$ cat config.mk
export PLATFORM = sky130hd
export DESIGN_NAME = axil_host_master
export DESIGN_NICKNAME = d
export VERILOG_FILES = /design/src/rtl/axil_host_master.sv
export SDC_FILE = /design/constraint.sdc
export NUM_CORES = 1
export LEC_CHECK = 0
export ABC_AREA = 1
export BUFFER_PORTS_ARGS = -buffer_cell sky130_fd_sc_hd__buf_2
export CAP_MARGIN = 20
export CORE_MARGIN = 2
export CORE_UTILIZATION = 35
export DETAILED_ROUTE_END_ITERATION = 8
export PLACE_DENSITY = 0.76
export SLEW_MARGIN = 20
export SYNTH_ARGS = -nofsm -noshare
export SYNTH_HDL_FRONTEND = slang
export SYNTH_SLANG_ARGS = --single-unit
$ cat constraint.sdc
create_clock -name M_AXI_ACLK -period 5.3 [get_ports M_AXI_ACLK]
set_input_delay 0.265 -clock M_AXI_ACLK [delete_from_list [all_inputs] [get_ports M_AXI_ACLK]]
set_output_delay 0.265 -clock M_AXI_ACLK [all_outputs]
set_load 0.005 [all_outputs]
$ cat src/rtl/axil_host_master.sv
// AXI4-Lite initiator: one 64-bit register command at a time, written as two
// 32-bit-strobed beats (lower, then committing upper) or read as one 64-bit beat.
//
// Handshake contract: every channel transfers on a cycle where VALID && READY at the
// rising clock edge. Our VALIDs are decoded from registered state only (never from
// READY), and ADDR/DATA/STRB are held until the matching READY. cmd_valid/cmd_ready
// follow the same rule. rsp_valid is a one-cycle pulse with no backpressure.
module axil_host_master #(
  parameter int TIMEOUT = 256
) (
  input  logic        M_AXI_ACLK,
  input  logic        M_AXI_ARESET,
  input  logic        cmd_valid,
  output logic        cmd_ready,
  input  logic        cmd_write,
  input  logic [31:0] cmd_addr,
  input  logic [63:0] cmd_wdata,
  output logic        rsp_valid,
  output logic        rsp_err,
  output logic [63:0] rsp_rdata,
  output logic [31:0] M_AXI_AWADDR,
  output logic        M_AXI_AWVALID,
  input  logic        M_AXI_AWREADY,
  output logic [63:0] M_AXI_WDATA,
  output logic [7:0]  M_AXI_WSTRB,
  output logic        M_AXI_WVALID,
  input  logic        M_AXI_WREADY,
  input  logic [1:0]  M_AXI_BRESP,
  input  logic        M_AXI_BVALID,
  output logic        M_AXI_BREADY,
  output logic [31:0] M_AXI_ARADDR,
  output logic        M_AXI_ARVALID,
  input  logic        M_AXI_ARREADY,
  input  logic [63:0] M_AXI_RDATA,
  input  logic [1:0]  M_AXI_RRESP,
  input  logic        M_AXI_RVALID,
  output logic        M_AXI_RREADY,
  output logic [2:0]  dbg_state_o
);

  typedef enum logic [2:0] {
    IDLE  = 3'd0,
    W_LO  = 3'd1,
    B_LO  = 3'd2,
    W_HI  = 3'd3,
    B_HI  = 3'd4,
    RD_A  = 3'd5,
    RD_R  = 3'd6,
    DRAIN = 3'd7
  } state_t;

  localparam int TW = $clog2(TIMEOUT + 1);
  localparam logic [TW-1:0] TMO_LAST = TW'(TIMEOUT - 1);

  state_t        state_q, state_d;
  logic [28:0]   addr_q, addr_d;      // 8-byte-aligned address, bits [31:3]
  logic [63:0]   wdata_q, wdata_d;
  logic          write_q, write_d;    // also selects BREADY vs RREADY in DRAIN
  logic          aw_done_q, aw_done_d;
  logic          w_done_q, w_done_d;
  logic [TW-1:0] tmo_q, tmo_d;
  logic          rsp_valid_q, rsp_valid_d;
  logic          rsp_err_q, rsp_err_d;
  logic [63:0]   rsp_rdata_q, rsp_rdata_d;

  logic in_w, hi_beat, aw_hs, w_hs;

  assign in_w    = (state_q == W_LO) || (state_q == W_HI);
  assign hi_beat = (state_q == W_HI);

  assign cmd_ready     = (state_q == IDLE) && !M_AXI_ARESET;
  assign M_AXI_AWVALID = in_w && !aw_done_q;
  assign M_AXI_WVALID  = in_w && !w_done_q;
  assign M_AXI_AWADDR  = {addr_q, hi_beat, 2'b00};
  assign M_AXI_WSTRB   = hi_beat ? 8'hf0 : 8'h0f;
  assign M_AXI_WDATA   = wdata_q;
  assign M_AXI_BREADY  = (state_q == B_LO) || (state_q == B_HI) || ((state_q == DRAIN) && write_q);
  assign M_AXI_ARVALID = (state_q == RD_A);
  assign M_AXI_ARADDR  = {addr_q, 3'b000};
  assign M_AXI_RREADY  = (state_q == RD_R) || ((state_q == DRAIN) && !write_q);

  assign rsp_valid   = rsp_valid_q;
  assign rsp_err     = rsp_err_q;
  assign rsp_rdata   = rsp_rdata_q;
  assign dbg_state_o = state_q;

  assign aw_hs = M_AXI_AWVALID && M_AXI_AWREADY;
  assign w_hs  = M_AXI_WVALID && M_AXI_WREADY;

  always_comb begin
    state_d     = state_q;
    addr_d      = addr_q;
    wdata_d     = wdata_q;
    write_d     = write_q;
    aw_done_d   = aw_done_q;
    w_done_d    = w_done_q;
    tmo_d       = tmo_q;
    rsp_valid_d = 1'b0;
    rsp_err_d   = 1'b0;
    rsp_rdata_d = rsp_rdata_q;

    case (state_q)
      IDLE: begin
        if (cmd_valid) begin
          addr_d    = cmd_addr[31:3];
          wdata_d   = cmd_wdata;
          write_d   = cmd_write;
          aw_done_d = 1'b0;
          w_done_d  = 1'b0;
          state_d   = cmd_write ? W_LO : RD_A;
        end
      end

      // AW and W complete independently; leave once both have handshaken.
      W_LO, W_HI: begin
        aw_done_d = aw_done_q || aw_hs;
        w_done_d  = w_done_q || w_hs;
        if ((aw_done_q || aw_hs) && (w_done_q || w_hs)) begin
          state_d = (state_q == W_LO) ? B_LO : B_HI;
          tmo_d   = '0;
        end
      end

      // A failed lower beat skips the upper one so the slave never commits.
      B_LO, B_HI: begin
        if (M_AXI_BVALID) begin
          if ((state_q == B_LO) && (M_AXI_BRESP == 2'b00)) begin
            state_d   = W_HI;
            aw_done_d = 1'b0;
            w_done_d  = 1'b0;
          end else begin
            rsp_valid_d = 1'b1;
            rsp_err_d   = (M_AXI_BRESP != 2'b00);
            rsp_rdata_d = '0;
            state_d     = IDLE;
          end
        end else if (tmo_q == TMO_LAST) begin
          rsp_valid_d = 1'b1;
          rsp_err_d   = 1'b1;
          rsp_rdata_d = '0;
          state_d     = DRAIN;
        end else begin
          tmo_d = tmo_q + 1'b1;
        end
      end

      RD_A: begin
        if (M_AXI_ARREADY) begin
          state_d = RD_R;
          tmo_d   = '0;
        end
      end

      RD_R: begin
        if (M_AXI_RVALID) begin
          rsp_valid_d = 1'b1;
          rsp_err_d   = (M_AXI_RRESP != 2'b00);
          rsp_rdata_d = M_AXI_RDATA;
          state_d     = IDLE;
        end else if (tmo_q == TMO_LAST) begin
          rsp_valid_d = 1'b1;
          rsp_err_d   = 1'b1;
          rsp_rdata_d = '0;
          state_d     = DRAIN;
        end else begin
          tmo_d = tmo_q + 1'b1;
        end
      end

      // Swallow the late response so it cannot be mistaken for the next command's.
      DRAIN: begin
        if (write_q ? M_AXI_BVALID : M_AXI_RVALID) begin
          state_d = IDLE;
        end
      end

      default: state_d = IDLE;
    endcase
  end

  always_ff @(posedge M_AXI_ACLK or posedge M_AXI_ARESET) begin
    if (M_AXI_ARESET) begin
      state_q     <= IDLE;
      addr_q      <= '0;
      wdata_q     <= '0;
      write_q     <= 1'b0;
      aw_done_q   <= 1'b0;
      w_done_q    <= 1'b0;
      tmo_q       <= '0;
      rsp_valid_q <= 1'b0;
      rsp_err_q   <= 1'b0;
      rsp_rdata_q <= '0;
    end else begin
      state_q     <= state_d;
      addr_q      <= addr_d;
      wdata_q     <= wdata_d;
      write_q     <= write_d;
      aw_done_q   <= aw_done_d;
      w_done_q    <= w_done_d;
      tmo_q       <= tmo_d;
      rsp_valid_q <= rsp_valid_d;
      rsp_err_q   <= rsp_err_d;
      rsp_rdata_q <= rsp_rdata_d;
    end
  end

endmodule

==> metrics <==
GRT Total Usage 0.1863; fin crit period 2.708 ns; H-tree Lvls 4; row cnt 55; Final nets 1341; post-detailed-routing wire length 23090 um; met2 usage in global routing 0.3411; Clock transition at path regs 0.08 ns; max frequency 369.3 MHz; Port-buffer cells 375; Slew HR 0.4600; pre-CTS WS 2.648 ns; Slew @ Worst Pin 0.8100 ns; Hold Slack -0.003873 ns; Top Ports 384; CTS root buffer clkbuf_16; Clock Latency Late Sink 0.43 ns; multi-input logic area 2930 sq um; # setup viols final 0; post-cts resize count 0; Post-CTS Setup Inserts 0; largest net degree at the start of global routing 90; post-synthesis sequential area ratio 0.5359; period utilization 0.5109; ordered list of cells on the worst path inv_2 > nand2_1 > inv_2 > nand2_4 > buf_4 > mux2_2; Synth cell types 27; Final Hold Viols 1; Initial Util 0.3578; Max Cap Viol 0; antenna violations before repair 4; Via Count 7037; Die X 156.4 um; RSZ-0062 raised after global routing no; Worst Setup SP dbg_state_o[2]; VDD IR max 0.1959 mV; Placed Cells 1431; Avg Inst Size Synth 9.604 sq um; DR WL/cell 15.75 um; clk_skew 0.01147 ns; total grt overflow 0; CP startpoint kind flip-flop; Register Area 4354 sq um; worst reg2reg path depth 6; hold_buf cts 0; gp weighted congestion 0.8832; CP max stage delay 0.55 ns; Hold Crit Class input pin to async pin; Setup TNS 0 ns; P per Cell Area 528.0 nW/um^2; status finished, violations left; Setup CP Type flip-flop to flip-flop; core region area 22710 sq um; Setup crit end addr_q[16]; vias in the first global route 7039; Critical Path Slowest Stage Cell dfrtp_1; R2R Path End addr_q[16]; synth warn 0; Arr. time, crit path 3.01 ns; die area 24450 sq um; reg2reg start dbg_state_o[2]; final worst slack 2.592 ns; grt peak-use layer met2; most used cell, CP inv_2; failing checks negative hold slack; initial detailed-routing violation count 386; DP HPWL 16840 um; Die Ht 156.4 um; share of cells above drive strength 1 0.4440; final max-slew violation count 0; Layout Cells excl Fill 1466; area delta synth->final 29.57%; CP Data Required Time 5.60 ns; count of filler cells inserted in the layout 2163; leak pwr 5.434 nW; Post-DRT Antenna Nets 0; Worst Setup End Kind flip-flop; met3 Track Usage GR 0.04680; routing usage on met1 0.2124; Clock Sinks 174; Num CTS Buffers 17; crit path max fanout 60; DRC violations left 0; Synth Register Bits 174; TritonRoute pass-1 iters 5; Mapped Area 8125 sq um; Clock Path Buffers 2; wire length of the first global-routing pass 35770 um; Design Power 5.558 mW; vias per cell 4.800; Synth Instances 846; reg-to-reg slack, setup 2.59 ns; CTS tree done
cells in the mapped netlist:
cell type | number | area share
a21oi_1 | 3 | 0.0018
buf_2 | 13 | 0.0080
buf_4 | 44 | 0.041
buf_6 | 6 | 0.0083
clkbuf_1 | 23 | 0.011
conb_1 | 1 | 0.00046
dfrtp_1 | 174 | 0.54
ha_1 | 3 | 0.0046
inv_1 | 84 | 0.039
inv_2 | 3 | 0.0014
mux2_2 | 94 | 0.13
nand2_1 | 187 | 0.086
nand2_2 | 2 | 0.0015
nand3_1 | 15 | 0.0092
nand3_2 | 1 | 0.0012
nand4_1 | 15 | 0.012
nor2_1 | 28 | 0.013
nor2_2 | 2 | 0.0015
nor2_4 | 1 | 0.0014
nor3_1 | 1 | 0.00062
o21ai_0 | 76 | 0.047
o21ai_1 | 62 | 0.038
o21ai_2 | 2 | 0.0022
o22ai_1 | 1 | 0.00077
or2_2 | 2 | 0.0015
xnor2_1 | 2 | 0.0022
xor2_1 | 1 | 0.0011
worst max-delay path: cells and delay by family, from the launching register on:
family | cells | cell delay [ns]
buffers and inverters | 3 | 0.77
DFF | 1 | 0.55
muxes | 1 | 0.39
and+or+nand+nor | 2 | 0.78
area by class of cell:
class / count / area share
inverter: 87 / 0.03150
clock inverter: 15 / 0.01830
clock buffer: 17 / 0.04041
tap: 285 / 0.03387
antenna: 3 / 0.0007131
sequential: 174 / 0.4136
timing repair buffer: 382 / 0.1833
multi-input combinational: 503 / 0.2783
metal layers:
metal,vias to the layer above,wire (um)
met4,2,384
met2,267,12160
li1,3345,-
met1,3390,9014
met5,-,12
met3,33,1511
per-stage QoR:
stage                 util  hold slack, ns  cell area (sq um)
floorplan                -          0.4155               8140
global placement    0.4360          0.4585               9902
detailed placement  0.4360          0.4662               9902
CTS                 0.4633         0.02560              10520
global route        0.4636         0.03881              10530
finish              0.4636       -0.003873              10530
flip-flops by register name, summed over array words and instances (netlist names):
| name | flops |
|---|---|
| rsp_rdata | 64 |
| write_q | 1 |
| dbg_state_o | 3 |
| tmo_q | 9 |
| rsp_valid | 1 |
| w_done_q | 1 |
| M_AXI_WDATA | 64 |
| rsp_err | 1 |
| aw_done_q | 1 |
| addr_q | 29 |
logic make-up after synthesis:
family / Yosys count / synth area share
AO/OA/AOI/OAI: 144 / 0.08978
XOR/XNOR: 3 / 0.003234
adder cells (fa/ha/maj): 3 / 0.004620
buffers and inverters: 173 / 0.1078
flip-flops: 174 / 0.5359
multiplexers: 94 / 0.1303
other: 1 / 0.0004615
AND/OR/NAND/NOR: 254 / 0.1280
placed cells by master (no fill, tap or decap), types with 3 or more instances in the layout:
cell	n
mux2_2	94
ha_1	3
nand4_1	15
clkbuf_16	17
inv_2	3
nand2_1	186
o21ai_0	76
conb_1	5
diode_2	3
inv_8	4
clkinv_4	5
o21ai_1	62
nor2_1	28
a21oi_1	3
buf_4	7
buf_2	375
inv_1	83
dfrtp_1	174
clkinv_8	4
nand3_1	15
worst min path at each step:
stage                   from         endpoint  slack (ns)  depth (start not counted)
2_1_floorplan   cmd_wdata[0]   M_AXI_WDATA[0]        0.42                          1
3_3_place_gp        tmo_q[8]         tmo_q[8]        0.46                          2
3_5_place_dp        tmo_q[8]         tmo_q[8]        0.47                          2
4_1_cts         M_AXI_ARESET        rsp_valid        0.03                          2
5_1_grt        cmd_wdata[57]  M_AXI_WDATA[57]        0.04                          2
6_report        M_AXI_ARESET        rsp_valid      -0.004                          2
power breakdown:
group	internal [mW]	switching (mW)	total, mW
sequential	1.84	0.314	2.16
clock	0.683	0.618	1.30
combinational	1.02	1.08	2.10
Power figures use the tool's default switching activity.
